$ cat src/rtl/boot_rom_pkg.sv
// Shared types and constants for the boot ROM fetch bridge.
// Optional build macro: BOOT_ROM_BUSERR_EN (out-of-window fetches return a bus error).
package boot_rom_pkg;

  localparam logic [31:0] BOOT_ROM_BASE = 32'h0000_8000;
  localparam logic [31:0] BOOT_NOP      = 32'h0000_0013;

  typedef struct packed {
    logic [31:0] data;
    logic        err;
  } boot_resp_t;

  // An error response carries no data so a faulting fetch never leaks ROM contents.
  function automatic boot_resp_t mk_resp(input logic [31:0] q, input logic err);
    boot_resp_t r;
    r.data = err ? 32'h0 : q;
    r.err  = err;
    return r;
  endfunction

endpackage

$ cat src/rtl/boot_resp_fifo.sv
// Response FIFO for the boot ROM bridge: DEPTH entries of boot_resp_t.
// Optional build macro: BOOT_ROM_BUSERR_EN (when undefined the err bit is not stored).
import boot_rom_pkg::*;

module boot_resp_fifo #(
  parameter  int DEPTH = 2,
  localparam int AW    = $clog2(DEPTH),
  localparam int CW    = AW + 1
) (
  input  logic          CLK,
  input  logic          RST,
  input  logic          push,
  input  logic          pop,
  input  boot_resp_t    wdata,
  output logic          full,
  output logic          empty,
  output logic [CW-1:0] count,
  output boot_resp_t    head
);

  logic [AW-1:0] wr_ptr;
  logic [AW-1:0] rd_ptr;

`ifdef BOOT_ROM_BUSERR_EN
  boot_resp_t mem [DEPTH];

  // storage: data only, no reset
  always_ff @(posedge CLK) begin
    if (push) mem[wr_ptr] <= wdata;
  end

  assign head = mem[rd_ptr];
`else
  logic [31:0] mem [DEPTH];
  logic        unused_err;

  // storage: data only, no reset
  always_ff @(posedge CLK) begin
    if (push) mem[wr_ptr] <= wdata.data;
  end

  assign unused_err = wdata.err;
  assign head       = '{data: mem[rd_ptr], err: 1'b0};
`endif

  // pointers and occupancy
  always_ff @(posedge CLK) begin
    if (RST) begin
      wr_ptr <= '0;
      rd_ptr <= '0;
      count  <= '0;
    end else begin
      if (push) wr_ptr <= wr_ptr + AW'(1);
      if (pop)  rd_ptr <= rd_ptr + AW'(1);
      case ({push, pop})
        2'b10:   count <= count + CW'(1);
        2'b01:   count <= count - CW'(1);
        default: count <= count;
      endcase
    end
  end

  assign full  = (count == CW'(DEPTH));
  assign empty = (count == '0);

  // grant accounting upstream must make overflow and underflow impossible
  always_ff @(posedge CLK) begin
    if (!RST) begin
      assert (!(push && full));
      assert (!(pop && empty));
    end
  end

endmodule

$ cat src/rtl/boot_rom_bridge.sv
// Bridges the fetch port (req/gnt/rvalid with backpressure) to a single-cycle
// synchronous boot ROM; responses are buffered so a stalled fetch loses nothing.
// Optional build macro: BOOT_ROM_BUSERR_EN (window check, error responses).
import boot_rom_pkg::*;

module boot_rom_bridge #(
  parameter logic [31:0] BASE_ADDR  = BOOT_ROM_BASE,
  parameter int          ROM_WORDS  = 16,
  parameter int          ROM_AW     = 10,
  parameter int          RESP_DEPTH = 2
) (
  input  logic              CLK,
  input  logic              RST,
  input  logic              req_i,
  input  logic [31:0]       addr_i,
  output logic              gnt_o,
  output logic              rvalid_o,
  input  logic              rready_i,
  output logic [31:0]       rdata_o,
  output logic              err_o,
  output logic              rom_csn_o,
  output logic [ROM_AW-1:0] rom_a_o,
  input  logic [31:0]       rom_q_i
);

  localparam int CW = $clog2(RESP_DEPTH) + 1;

  logic [31:0]   offs;
  logic          in_range;
  logic [CW-1:0] fifo_count;
  logic [CW-1:0] occ;
  logic          fifo_full;
  logic          fifo_empty;
  logic          push;
  logic          pop;
  logic          vld_p1;
  boot_resp_t    resp_p1;
  boot_resp_t    head;
  boot_resp_t    out_resp;

  // ---- stage p0: decode and grant ----
  assign offs    = addr_i - BASE_ADDR;
  assign rom_a_o = offs[ROM_AW+1:2];

`ifdef BOOT_ROM_BUSERR_EN
  logic unused_cfg;
  assign in_range   = (offs < 32'(ROM_WORDS * 4));
  assign unused_cfg = fifo_full;
`else
  logic unused_cfg;
  assign in_range   = 1'b1;
  assign unused_cfg = ^{offs[31:ROM_AW+2], offs[1:0], fifo_full, 32'(ROM_WORDS)};
`endif

  // A pop in the current cycle deliberately does not free a slot for this grant.
  assign occ       = fifo_count + CW'(vld_p1);
  assign gnt_o     = req_i & ~RST & (occ < CW'(RESP_DEPTH));
  assign rom_csn_o = ~(gnt_o & in_range);

  // ---- stage p1: ROM data returns, bypass or buffer ----
  always_ff @(posedge CLK) begin
    if (RST) vld_p1 <= 1'b0;
    else     vld_p1 <= gnt_o;
  end

`ifdef BOOT_ROM_BUSERR_EN
  logic err_p1;

  always_ff @(posedge CLK) begin
    if (gnt_o) err_p1 <= ~in_range;
  end

  assign resp_p1 = mk_resp(rom_q_i, err_p1);
`else
  assign resp_p1 = mk_resp(rom_q_i, 1'b0);
`endif

  assign push = vld_p1 & ~(fifo_empty & rready_i);
  assign pop  = ~fifo_empty & rready_i;

  boot_resp_fifo #(
    .DEPTH (RESP_DEPTH)
  ) u_fifo (
    .CLK   (CLK),
    .RST   (RST),
    .push  (push),
    .pop   (pop),
    .wdata (resp_p1),
    .full  (fifo_full),
    .empty (fifo_empty),
    .count (fifo_count),
    .head  (head)
  );

  assign out_resp = fifo_empty ? resp_p1 : head;
  assign rvalid_o = vld_p1 | ~fifo_empty;
  assign rdata_o  = rvalid_o ? out_resp.data : 32'h0;

`ifdef BOOT_ROM_BUSERR_EN
  assign err_o = rvalid_o & out_resp.err;
`else
  logic unused_out_err;
  assign unused_out_err = out_resp.err;
  assign err_o          = 1'b0;
`endif

endmodule

$ cat config.mk
export PLATFORM = sky130hd
export DESIGN_NAME = boot_rom_bridge
export DESIGN_NICKNAME = d
export VERILOG_FILES = /design/src/rtl/boot_rom_pkg.sv /design/src/rtl/boot_resp_fifo.sv /design/src/rtl/boot_rom_bridge.sv
export SDC_FILE = /design/constraint.sdc
export NUM_CORES = 1
export LEC_CHECK = 0
export BUFFER_PORTS_ARGS = -buffer_cell sky130_fd_sc_hd__buf_2
export CORE_MARGIN = 2
export CORE_UTILIZATION = 49
export DETAILED_ROUTE_END_ITERATION = 6
export PLACE_DENSITY = 0.91
export SYNTH_ARGS = -nofsm -noshare
export SYNTH_HDL_FRONTEND = slang
export SYNTH_SLANG_ARGS = --single-unit
$ cat constraint.sdc
create_clock -name CLK -period 3.2 [get_ports CLK]
set_clock_uncertainty 0.05 [all_clocks]
set_input_delay 0.64 -clock CLK [delete_from_list [all_inputs] [get_ports CLK]]
set_output_delay 0.64 -clock CLK [all_outputs]
set_load 0.05 [all_outputs]
Yosys cells after proc, flatten, opt, wreduce, memory -nomap -nowiden

Memory sizes are Yosys's and may differ from the RTL's. A register that Yosys moved wholly into a read port is not among the register bits.
Cells that the tools add are included.

Input bits: 68
RAM bits: 64
Register bits after elaboration: 5
Word-level logic and storage cells: 33
Memories kept: 1

Memory list:

| name       | depth | width | read ports | clocked after memory_dff | wr ports | line                 | source |
|---|---|---|---|---|---|---|---|
| u_fifo.mem | 2     | 32    | 1          | 1                        | 1        | boot_resp_fifo.sv:34 | `logic [31:0] mem [DEPTH];` |

$lt $le $gt $ge: 1
Bitwise operators: 10
Multiplexer cells: 7
Eq/ne operators: 2
Add/sub/neg operators: 6
Reduce and logical (&&, ||, !) cells: 2

Operators with widths:

| operator                | count |
|---|---|
| $mux W33                | 1 |
| $mux W32                | 1 |
| $sub A12 B1 Y12 const B | 1 |
| $and A1 B1 Y1           | 5 |
| $mux W1                 | 4 |
| $not A1 Y1              | 4 |
| $pmux W2 S2             | 1 |
| $add A1 B1 Y1 const B   | 2 |
| $add A2 B1 Y2           | 1 |
| $add A2 B1 Y2 const B   | 1 |
| $eq A2 B1 Y1 const B    | 1 |
| $eq A2 B2 Y1 const B    | 1 |
| $logic_not A2 Y1        | 1 |
| $lt A2 B2 Y1 const B    | 1 |
| $reduce_bool A2 Y1      | 1 |
| $sub A2 B1 Y2 const B   | 1 |
| $or A1 B1 Y1            | 1 |

Depth between registers and ports, before layout

Gate-level depths: netlist of run 1.

Word-level depth: 6
Gate-level depth with buffers: 7
Depth with buffers taken out: 6

By module

Synthesis of run 1 repeated with hierarchy kept, for this count alone.

Cells, all modules: 187
Area total of the unflattened synthesis: 3,052.9 um^2

Modules (own cells, without submodules):

| module          | seq. area each (um^2) | cells each | instances | area each (um^2) |
|---|---|---|---|---|
| boot_resp_fifo  | 2,021.9               | 124        | 1         | 2,524.9 |
| boot_rom_bridge | 20.0                  | 63         | 1         | 528.0 |

Worst setup path before layout of run 1

No wires, ideal clock.

Kind: input port to flip-flop
Start point: in rready_i
End point: mem u_fifo.mem[0][0], enable pin
Slack: 513 ps
Cell stages on the path: 2
Arrival: 2,216 ps
Buffers on the path: 0
Path through: a21bo_4 -> nor2_1

Longest elaborated chain between the ends: 5

Ends and longest elaborated chain:

| what                          | line                  | source |
|---|---|---|
| start, declared               | boot_rom_bridge.sv:18 | `input logic rready_i,` |
| $and A1 B1 Y1                 | boot_rom_bridge.sv:78 | `assign push = vld_p1 & ~(fifo_empty & rready_i);` |
| $not A1 Y1                    | boot_rom_bridge.sv:78 |  |
| $and A1 B1 Y1                 | boot_rom_bridge.sv:78 |  |
| $mux W1                       | boot_resp_fifo.sv:39  | `if (push) mem[wr_ptr] <= wdata.data;` |
| $mux W1 (not written as such) | boot_resp_fifo.sv:39  |  |
| end, declared                 | boot_resp_fifo.sv:34  |  |

No other way between the ends.

Worst setup path after layout of run 1

Start point: reg u_fifo.count[0]
End point: out rdata_o[30]

Longest elaborated chain between the ends: 4

Ends and longest elaborated chain:

| what                   | line                  | source |
|---|---|---|
| start, declared        | boot_resp_fifo.sv:17  | `output logic [CW-1:0] count,` |
| start signal, assigned | boot_resp_fifo.sv:56  | `2'b10: count <= count + CW'(1);` |
| start signal, assigned | boot_resp_fifo.sv:57  | `2'b01: count <= count - CW'(1);` |
| start signal, assigned | boot_resp_fifo.sv:58  | `default: count <= count;` |
| $logic_not A2 Y1 (*)   | boot_resp_fifo.sv:64  | `assign empty = (count == '0);` |
| $not A1 Y1             | boot_rom_bridge.sv:96 | `assign rvalid_o = vld_p1 \| ~fifo_empty;` |
| $or A1 B1 Y1           | boot_rom_bridge.sv:96 |  |
| $mux W32 (*)           | boot_rom_bridge.sv:97 | `assign rdata_o = rvalid_o ? out_resp.data : 32'h0;` |
| end, declared          | boot_rom_bridge.sv:19 | `output logic [31:0] rdata_o,` |

Mark *: on every way between the ends. The rest lies on a longest branch, timed or not.

==> impl_metrics.env, run 1 <==
export IMPL_cp_slowest_stage_delay_ns=0.53
export IMPL_ir_drop_mv=0.5368
export IMPL_synth_compound_area_share_pct=6.338
export IMPL_crit_path_cell_trace="nor2_4 > buf_12 > nand3_1 > o21ai_0 > buf_2"
export IMPL_grt_pass1_wl_um=7734
export IMPL_remaining_drc_errors=0
export IMPL_gp_congestion=0.7004
export IMPL_ios=114
export IMPL_multi_input_area_um2=832.0
export IMPL_wl_um=5212
export IMPL_portBuffers=70
export IMPL_critPathLaunch="u_fifo.count[0]"
export IMPL_synth_mux_area_fraction_pct=11.10
export IMPL_via_per_inst=5.182
export IMPL_cts_tree="yes"
export IMPL_path_max_fanout=34
export IMPL_seqCellArea_um2=2043
export IMPL_synth_area_leaders="edfxtp_1, mux2i_1, o21ai_0"
export IMPL_worst_skew_pair_late_latency_ns=0.32
export IMPL_postCtsHoldBufs=0
export IMPL_status="finished clean"
export IMPL_startpoint_type="flop"
export IMPL_slew_headroom_pct=56.71
export IMPL_busiest_layer="met2"
export IMPL_rsz0062_at_grt="no"
export IMPL_coreArea_um2=5956
export IMPL_clockBufferDepth=2
export IMPL_layout_common_cells="buf_2, edfxtp_1, o21ai_0"
export IMPL_synth_area_um2=3020
export IMPL_grt_use_met2_pct=27.42
export IMPL_hp_start="u_fifo.rd_ptr"
export IMPL_path_clk_slew_ns=0.06
export IMPL_vias=1850
export IMPL_synth_edf_count=64
export IMPL_ys_seq_area_share_pct=67.61
export IMPL_hold_path_class="reg2reg"
export IMPL_diodes=0
export IMPL_grt_met3_usage_pct=5.761
export IMPL_grt_max_degree=35
export IMPL_hpwlAfterDp_um=3494
export IMPL_firstDrtPassIters=4
export IMPL_synth_top_area_share_pct=63.63
export IMPL_grt_pass1_vias=1712
export IMPL_avgRoutedWirePerCell_um=14.60
export IMPL_layout_nets=348
export IMPL_power_density_nw_per_um2=931.5
export IMPL_antenna_found_initial=1
export IMPL_synth_top_family_by_area="multiplexers"
export IMPL_drive_above_1_share_pct=32.27
export IMPL_overflow=0
export IMPL_worstSetupPathType="reg2out"
export IMPL_finalSetupViolations=0
export IMPL_postRouteAntennaNets=0
export IMPL_synth_seq_cells=70
export IMPL_timing_fmax_mhz=371.9
export IMPL_setup_tns_ns=0
export IMPL_async_flop_share_pct=0
export IMPL_synthAdderAreaFrac_pct=0.4143
export IMPL_drv_cap=0
export IMPL_finish_utilization_pct=60.17
export IMPL_synthesis_nets=289
export IMPL_die_h_um=82.51
export IMPL_syn_avg_cell_area_um2=13.73
export IMPL_cp_required_ns=2.51
export IMPL_die_x_um=82.51
export IMPL_synth_top_area_cell="edfxtp_1"
export IMPL_cts_inserted_buffers=9
export IMPL_start_util_pct=50.71
export IMPL_cts_repair_resized=0
export IMPL_finalHoldViolCount=0
export IMPL_min_period_ns=2.689
export IMPL_cts_htree_levels=3
export IMPL_die_area_um2=6808
export IMPL_syn2layout_area_growth_pct=18.64
export IMPL_synth_cell_type_count=24
export IMPL_critical_path_arrival_ns=2.00
export IMPL_timing_rr_start="u_fifo.count[0]"
export IMPL_synth_cells=220
export IMPL_rows=28
export IMPL_synth_xor_area_share_pct=1.160
export IMPL_final_fill_count=471
export IMPL_grt_usage_pct=15.87
export IMPL_clock_root_buffer="clkbuf_8"
export IMPL_drt_iter0_drc=105
export IMPL_tightest_slew_ns=0.6478
export IMPL_grt_use_met1_pct=17.46
export IMPL_slowest_stage="nor2_4"
export IMPL_synth_simple_area_share_pct=7.746
export IMPL_slew_violations=0
export IMPL_cts_setup_buffers=0
export IMPL_final_common_cell="buf_2"
export IMPL_fin_crit_sh_pct=84.03
export IMPL_ys_flop_type="edfxtp_1"
export IMPL_p_leak_nw=1.314
export IMPL_ys_warn_count=0
export IMPL_cts_sinks=70
export IMPL_crit_path_end_kind="output pin"
-- kinds of logic (layout without fill, tap and decap cells) --
logic type      count (synthesis)  after routing
flops                          70             70
simple gates                   46             46
compound gates                 36             36
mux                            33             33
buf+inv                        29             91
xor+xnor                        4              4
fa+ha+maj                       1              1
other cells                     1              1
-- cells in the mapped netlist (2+ instances only) --
cell type	instances
nor2_1	7
buf_2	7
buf_1	2
buf_4	11
inv_1	2
xor2_1	3
o21ai_0	34
and3b_1	2
clkbuf_1	6
edfxtp_1	64
or3_1	2
dfxtp_1	6
mux2i_1	32
nand3_1	32
-- worst max-delay path, delay by kind of cell (launching register included) --
kind                   cells  cell delay, ns
DFF                        1            0.39
AOI/OAI and AO/OA          1            0.09
buffers and inverters      2            0.55
and+or+nand+nor            2            0.62
-- routing by layer --
layer | wire length (µm) | up-vias
met5 | 11 | -
met4 | 23 | 2
met3 | 302 | 6
met2 | 2729 | 55
met1 | 2146 | 854
li1 | - | 933
-- registers in the layout, indices dropped and copies added (netlist names), named ones only --
name	flops
u_fifo.rd_ptr	1
u_fifo.wr_ptr	1
vld_p1	1
u_fifo.count	2
u_fifo.mem	64
-- area by class of cell --
class                           count  share of cell area (%)
Clock buffer                       11                   3.666
Tap cell                           75                   2.619
Timing Repair Buffer               75                   12.22
Sequential cell                    70                   57.02
Inverter                            2                  0.2095
Clock inverter                      3                   1.047
Multi-Input combinational cell    121                   23.22
-- power breakdown --
part           switching, mW  leakage (nW)  internal, mW
registers             0.0780         0.632          1.09
clock network          0.276        0.0843         0.347
logic                   1.15         0.598         0.397
total                   1.51          1.31          1.83
-- stage by stage --
step	worst slack, ns	cell area, µm²	instances	total power, mW	hold slack, ns
finish	0.5109	3583	357	3.338	0.4638
global route	0.3002	3583	357	3.525	0.4420
CTS	0.4753	3583	357	3.377	0.4440
detailed placement	0.8434	3415	343	2.749	0.4395
global placement	0.8654	3415	343	2.723	0.4386
floorplan	0.5125	3020	220	2.429	0.4225
-- final timing paths --
check	endpoint	cells after the start	slack [ns]
max	rdata_o[30]	5	0.51
min	flop	2	0.46
max reg2reg	u_fifo.count[1]	5	1.12
min reg2reg	flop	2	0.46
No activity file was read; power rests on OpenSTA's default activity.
==> run 2, diff against run 1 <==
==> constraint.sdc (replaced) <==
create_clock -name CLK -period 2.5 [get_ports CLK]
set_clock_uncertainty 0.05 [all_clocks]
set_input_delay 0.5 -clock CLK [delete_from_list [all_inputs] [get_ports CLK]]
set_output_delay 0.5 -clock CLK [all_outputs]
set_load 0.05 [all_outputs]
==> impl_metrics.env, run 2 (synthesized netlist as in run 1, its figures left out) <==
export IMPL_ir_drop_mv=0.7183
export IMPL_hpwlAfterDp_um=3573
export IMPL_diodes=0
export IMPL_syn2layout_area_growth_pct=17.27
export IMPL_comb_power_share_pct=48.3
export IMPL_start_util_pct=50.71
export IMPL_crit_path_cell_trace="nor2_4 > buf_4 > nand3_1 > o21ai_0 > buf_2"
export IMPL_fin_crit_sh_pct=89.83
export IMPL_die_x_um=82.51
export IMPL_cp_num_buf_inv=2
export IMPL_vias=1883
export IMPL_slowest_stage="dfxtp_1"
export IMPL_drive_above_1_share_pct=33.10
export IMPL_finalHoldViolCount=0
export IMPL_cp_slowest_stage_delay_ns=0.37
export IMPL_cts_repair_resized=0
export IMPL_power_density_nw_per_um2=1170
export IMPL_remaining_drc_errors=0
export IMPL_overflow=0
export IMPL_largest_reg_flops=64
export IMPL_worst_path_stages=5
export IMPL_grt_pass1_vias=1809
export IMPL_coreArea_um2=5956
export IMPL_cts_inserted_buffers=9
export IMPL_path_clk_slew_ns=0.07
export IMPL_gp_congestion=0.6759
export IMPL_ios=114
export IMPL_swShare_pct=46.44
export IMPL_regMostFlops="u_fifo.mem"
export IMPL_routed_wl_met3_um=282
export IMPL_worstSetupPathType="reg2out"
export IMPL_cp_required_ns=1.95
export IMPL_r2r_cells=5
export IMPL_cts_sinks=70
export IMPL_hold_depth=1
export IMPL_rows=28
export IMPL_die_area_um2=6808
export IMPL_clock_root_buffer="clkbuf_8"
export IMPL_layout_common_cells="buf_2, edfxtp_1, o21ai_0"
export IMPL_p_seq_share_pct=34.7
export IMPL_p_leak_nw=1.311
export IMPL_wl_um=5231
export IMPL_wl_met1_um=2171
export IMPL_route_met2_wl_um=2720
export IMPL_grt_max_degree=33
export IMPL_min_period_ns=2.246
export IMPL_cts_htree_levels=3
export IMPL_portBuffers=70
export IMPL_clockBufferDepth=2
export IMPL_drt_iter0_drc=49
export IMPL_via_per_inst=5.202
export IMPL_firstDrtPassIters=4
export IMPL_die_h_um=82.51
export IMPL_final_common_cell="buf_2"
export IMPL_p_clk_share_pct=16.9
export IMPL_postCtsHoldBufs=0
export IMPL_cp_top_family="buffers and inverters"
export IMPL_intPower_mw=2.219
export IMPL_rsz0062_at_grt="no"
export IMPL_fin_ws_ns=0.2541
export IMPL_routed_top_layer="met4"
export IMPL_status="finished clean"
export IMPL_postRouteAntennaNets=0
export IMPL_dp_slack_ns=0.6103
export IMPL_avgRoutedWirePerCell_um=14.45
export IMPL_finalSetupViolations=0
export IMPL_critical_path_arrival_ns=1.70
export IMPL_largestRegisters="u_fifo.mem (64), u_fifo.count (2)"
export IMPL_p_total_mw=4.144
export IMPL_grt_pass1_wl_um=8045
export IMPL_hold_path_class="in2reg"
export IMPL_antenna_found_initial=0
export IMPL_startpoint_type="flop"
export IMPL_power_switching_mw=1.924
export IMPL_drv_cap=0
export IMPL_cts_setup_buffers=0
export IMPL_timing_fmax_mhz=445.3
export IMPL_path_max_fanout=32
export IMPL_cts_tree="yes"
export IMPL_crit_path_end_kind="output pin"
export IMPL_worst_skew_pair_late_latency_ns=0.32
export IMPL_layout_nets=352
export IMPL_slew_violations=0
export IMPL_grt_usage_pct=16.66
-- run 2: worst reg2reg max path, delay by kind of cell, from the launching register on --
kind	cells	cell delay, ns
adder cells (fa/ha/maj)	1	0.33
flip-flops	1	0.48
AND/OR/NAND/NOR	2	0.41
AO/OA/AOI/OAI	2	0.39
-- run 2: stage by stage --
step / std cells / hold WS [ns] / setup TNS (ns) / util (%) / area, µm²
finish: 362 / 0.3227 / 0 / 59.47 / 3542
global route: 362 / 0.3036 / 0 / 59.47 / 3542
CTS: 362 / 0.3014 / 0 / 59.47 / 3542
detailed placement: 347 / 0.4515 / 0 / 57.00 / 3395
global placement: 347 / 0.4375 / 0 / 57.00 / 3395
floorplan: 220 / 0.4225 / -9.718 / - / 3020
-- run 2: layer usage --
metal,vias to the layer above,track usage [%]
li1,934,-
met1,882,17.49
met2,59,29.68
met3,8,5.000
met4,0,9.180
met5,-,0
-- run 2: area by class of cell --
| cell class | instances | area, µm² |
|---|---|---|
| Tap cell | 75 | 93.84 |
| Multi-Input combinational cell | 121 | 832.0 |
| Clock inverter | 3 | 12.51 |
| Sequential cell | 70 | 2043 |
| Inverter | 2 | 7.507 |
| Clock buffer | 12 | 135.1 |
| Fill cell | 488 | 2414 |
| Timing Repair Buffer | 79 | 417.9 |
-- run 2: power groups by stage --
stage	combinational (mW)	sequential, mW	clock (mW)
floorplan	1.66	1.45	0
global placement	1.99	1.46	0
detailed placement	2.02	1.47	0
CTS	2.02	1.44	0.735
global route	2.15	1.45	0.798
finish	2.00	1.44	0.702
-- run 2: worst paths after layout --
path,start,slack [ns],end
hold / removal,rom_q_i[24],0.32,u_fifo.mem[1][24]
setup / recovery,u_fifo.count[1],0.25,rdata_o[2]
hold reg to reg,u_fifo.rd_ptr,0.46,u_fifo.rd_ptr
setup reg to reg,u_fifo.count[0],0.77,u_fifo.count[1]
==> run 3, diff against run 2 <==
--- a/config.mk
+++ b/config.mk
@@ -5,7 +5,7 @@
 export SDC_FILE = /design/constraint.sdc
 export NUM_CORES = 1
 export LEC_CHECK = 0
-export BUFFER_PORTS_ARGS = -buffer_cell sky130_fd_sc_hd__buf_2
+export BUFFER_PORTS_ARGS = -buffer_cell sky130_fd_sc_hd__clkbuf_2
 export CORE_MARGIN = 2
 export CORE_UTILIZATION = 49
 export DETAILED_ROUTE_END_ITERATION = 6
==> impl_metrics.env, run 3 (synthesized netlist as in run 1, its figures left out) <==
export IMPL_remaining_drc_errors=0
export IMPL_start_util_pct=50.71
export IMPL_setup_tns_ns=0
export IMPL_finish_utilization_pct=60.50
export IMPL_hold_path_class="in2reg"
export IMPL_crit_path_cell_trace="nor2_4 > buf_4 > nand3_1 > o21ai_0 > clkbuf_2"
export IMPL_fin_ws_ns=0.2262
export IMPL_hpwlAfterDp_um=3583
export IMPL_crit_path_end_kind="output pin"
export IMPL_hold_slack_ns=0.3169
export IMPL_fin_area_um2=3603
export IMPL_clockBufferDepth=2
export IMPL_cts_sinks=70
export IMPL_grt_pass1_vias=1796
export IMPL_status="finished clean"
export IMPL_vias=1868
export IMPL_wl_um=5292
export IMPL_place_area_um2=3402
export IMPL_firstDrtPassIters=4
export IMPL_gp_congestion=0.6668
export IMPL_die_h_um=82.51
export IMPL_layout_nets=353
export IMPL_syn2layout_area_growth_pct=19.30
export IMPL_drt_iter0_drc=91
export IMPL_overflow=0
export IMPL_routed_top_layer="met4"
export IMPL_path_clk_slew_ns=0.07
export IMPL_min_period_ns=2.274
export IMPL_path_max_fanout=34
export IMPL_cts_htree_levels=3
export IMPL_cp_num_buf_inv=2
export IMPL_worstSetupPathType="reg2out"
export IMPL_cts_repair_resized=0
export IMPL_startpoint_type="flop"
export IMPL_grt_max_degree=35
export IMPL_rows=28
export IMPL_via_per_inst=5.146
export IMPL_antenna_found_initial=0
export IMPL_clock_root_buffer="clkbuf_8"
export IMPL_diodes=0
export IMPL_finalSetupViolations=0
export IMPL_postCtsHoldBufs=0
export IMPL_cp_required_ns=1.95
export IMPL_dp_slack_ns=0.5711
export IMPL_largest_reg_flops=64
export IMPL_grt_usage_pct=16.83
export IMPL_rsz0062_at_grt="no"
export IMPL_routed_wl_met3_um=314
export IMPL_cts_inserted_buffers=9
export IMPL_ir_drop_mv=0.6416
export IMPL_p_total_mw=4.381
export IMPL_route_met2_wl_um=2711
export IMPL_grt_pass1_wl_um=8231
export IMPL_power_density_nw_per_um2=1216
export IMPL_fin_crit_sh_pct=90.95
export IMPL_final_common_cell="clkbuf_2"
export IMPL_avgRoutedWirePerCell_um=14.58
export IMPL_drive_above_1_share_pct=34.38
export IMPL_cts_setup_buffers=0
export IMPL_portBuffers=70
export IMPL_final_cells=363
export IMPL_wl_met1_um=2165
export IMPL_die_x_um=82.51
export IMPL_finalHoldViolCount=0
export IMPL_slew_violations=0
export IMPL_cts_tree="yes"
export IMPL_slowest_stage="dfxtp_1"
export IMPL_postRouteAntennaNets=0
export IMPL_timing_fmax_mhz=439.8
export IMPL_critical_path_arrival_ns=1.72
export IMPL_ios=114
export IMPL_layout_common_cells="clkbuf_2, edfxtp_1, o21ai_0"
export IMPL_die_area_um2=6808
export IMPL_worst_skew_pair_late_latency_ns=0.33
export IMPL_place_inst=348
export IMPL_largestRegisters="u_fifo.mem (64), u_fifo.count (2)"
export IMPL_cp_top_family="buffers and inverters"
export IMPL_regMostFlops="u_fifo.mem"
export IMPL_p_leak_nw=1.335
export IMPL_final_fill_count=470
export IMPL_drv_cap=0
export IMPL_coreArea_um2=5956
export IMPL_cp_slowest_stage_delay_ns=0.38
==> run 3: cell count changes in the layout (fill, tap and decap cells not counted), sizes merged <==
cell / change
clkbuf: +67
buf: -69
bufinv: +2
clkinv: +1
==> run 3: area by class of cell <==
| cell class | instances | area [µm²] | share of cell area (%) |
|---|---|---|---|
| Sequential cell | 70 | 2043 | 56.70 |
| Inverter | 2 | 7.507 | 0.2083 |
| Tap cell | 75 | 93.84 | 2.604 |
| Clock inverter | 6 | 77.57 | 2.153 |
| Timing Repair Buffer | 80 | 425.4 | 11.81 |
| Clock buffer | 9 | 123.9 | 3.438 |
| Multi-Input combinational cell | 121 | 832.0 | 23.09 |
==> run 3: worst register-to-register path: stages, from the launching register on <==
cell,delay [ns]
dfxtp_1,0.34
buf_4,0.23
a21bo_4,0.29
ha_1,0.34
or3_1,0.35
a21oi_1,0.13
==> run 3: final timing paths <==
path | end | slack, ns | start | cells after the start
hold / removal | u_fifo.mem[0][13] | 0.32 | rom_q_i[13] | 1
setup reg to reg | u_fifo.count[1] | 0.70 | vld_p1 | 5
hold reg to reg | u_fifo.rd_ptr | 0.46 | u_fifo.rd_ptr | 2
setup / recovery | rdata_o[30] | 0.23 | u_fifo.count[1] | 5
==> run 3: per-layer routing <==
metal	up-vias	track usage [%]
met2	54	29.35
met3	11	5.652
li1	935	-
met1	868	18.55
met5	-	0
met4	0	7.705
==> run 3: report_power, final <==
| group | switching, mW | internal (mW) | total [mW] |
|---|---|---|---|
| clock network | 0.387 | 0.546 | 0.932 |
| logic | 1.53 | 0.476 | 2.01 |
| registers | 0.0487 | 1.39 | 1.44 |
| total | 1.97 | 2.41 | 4.38 |
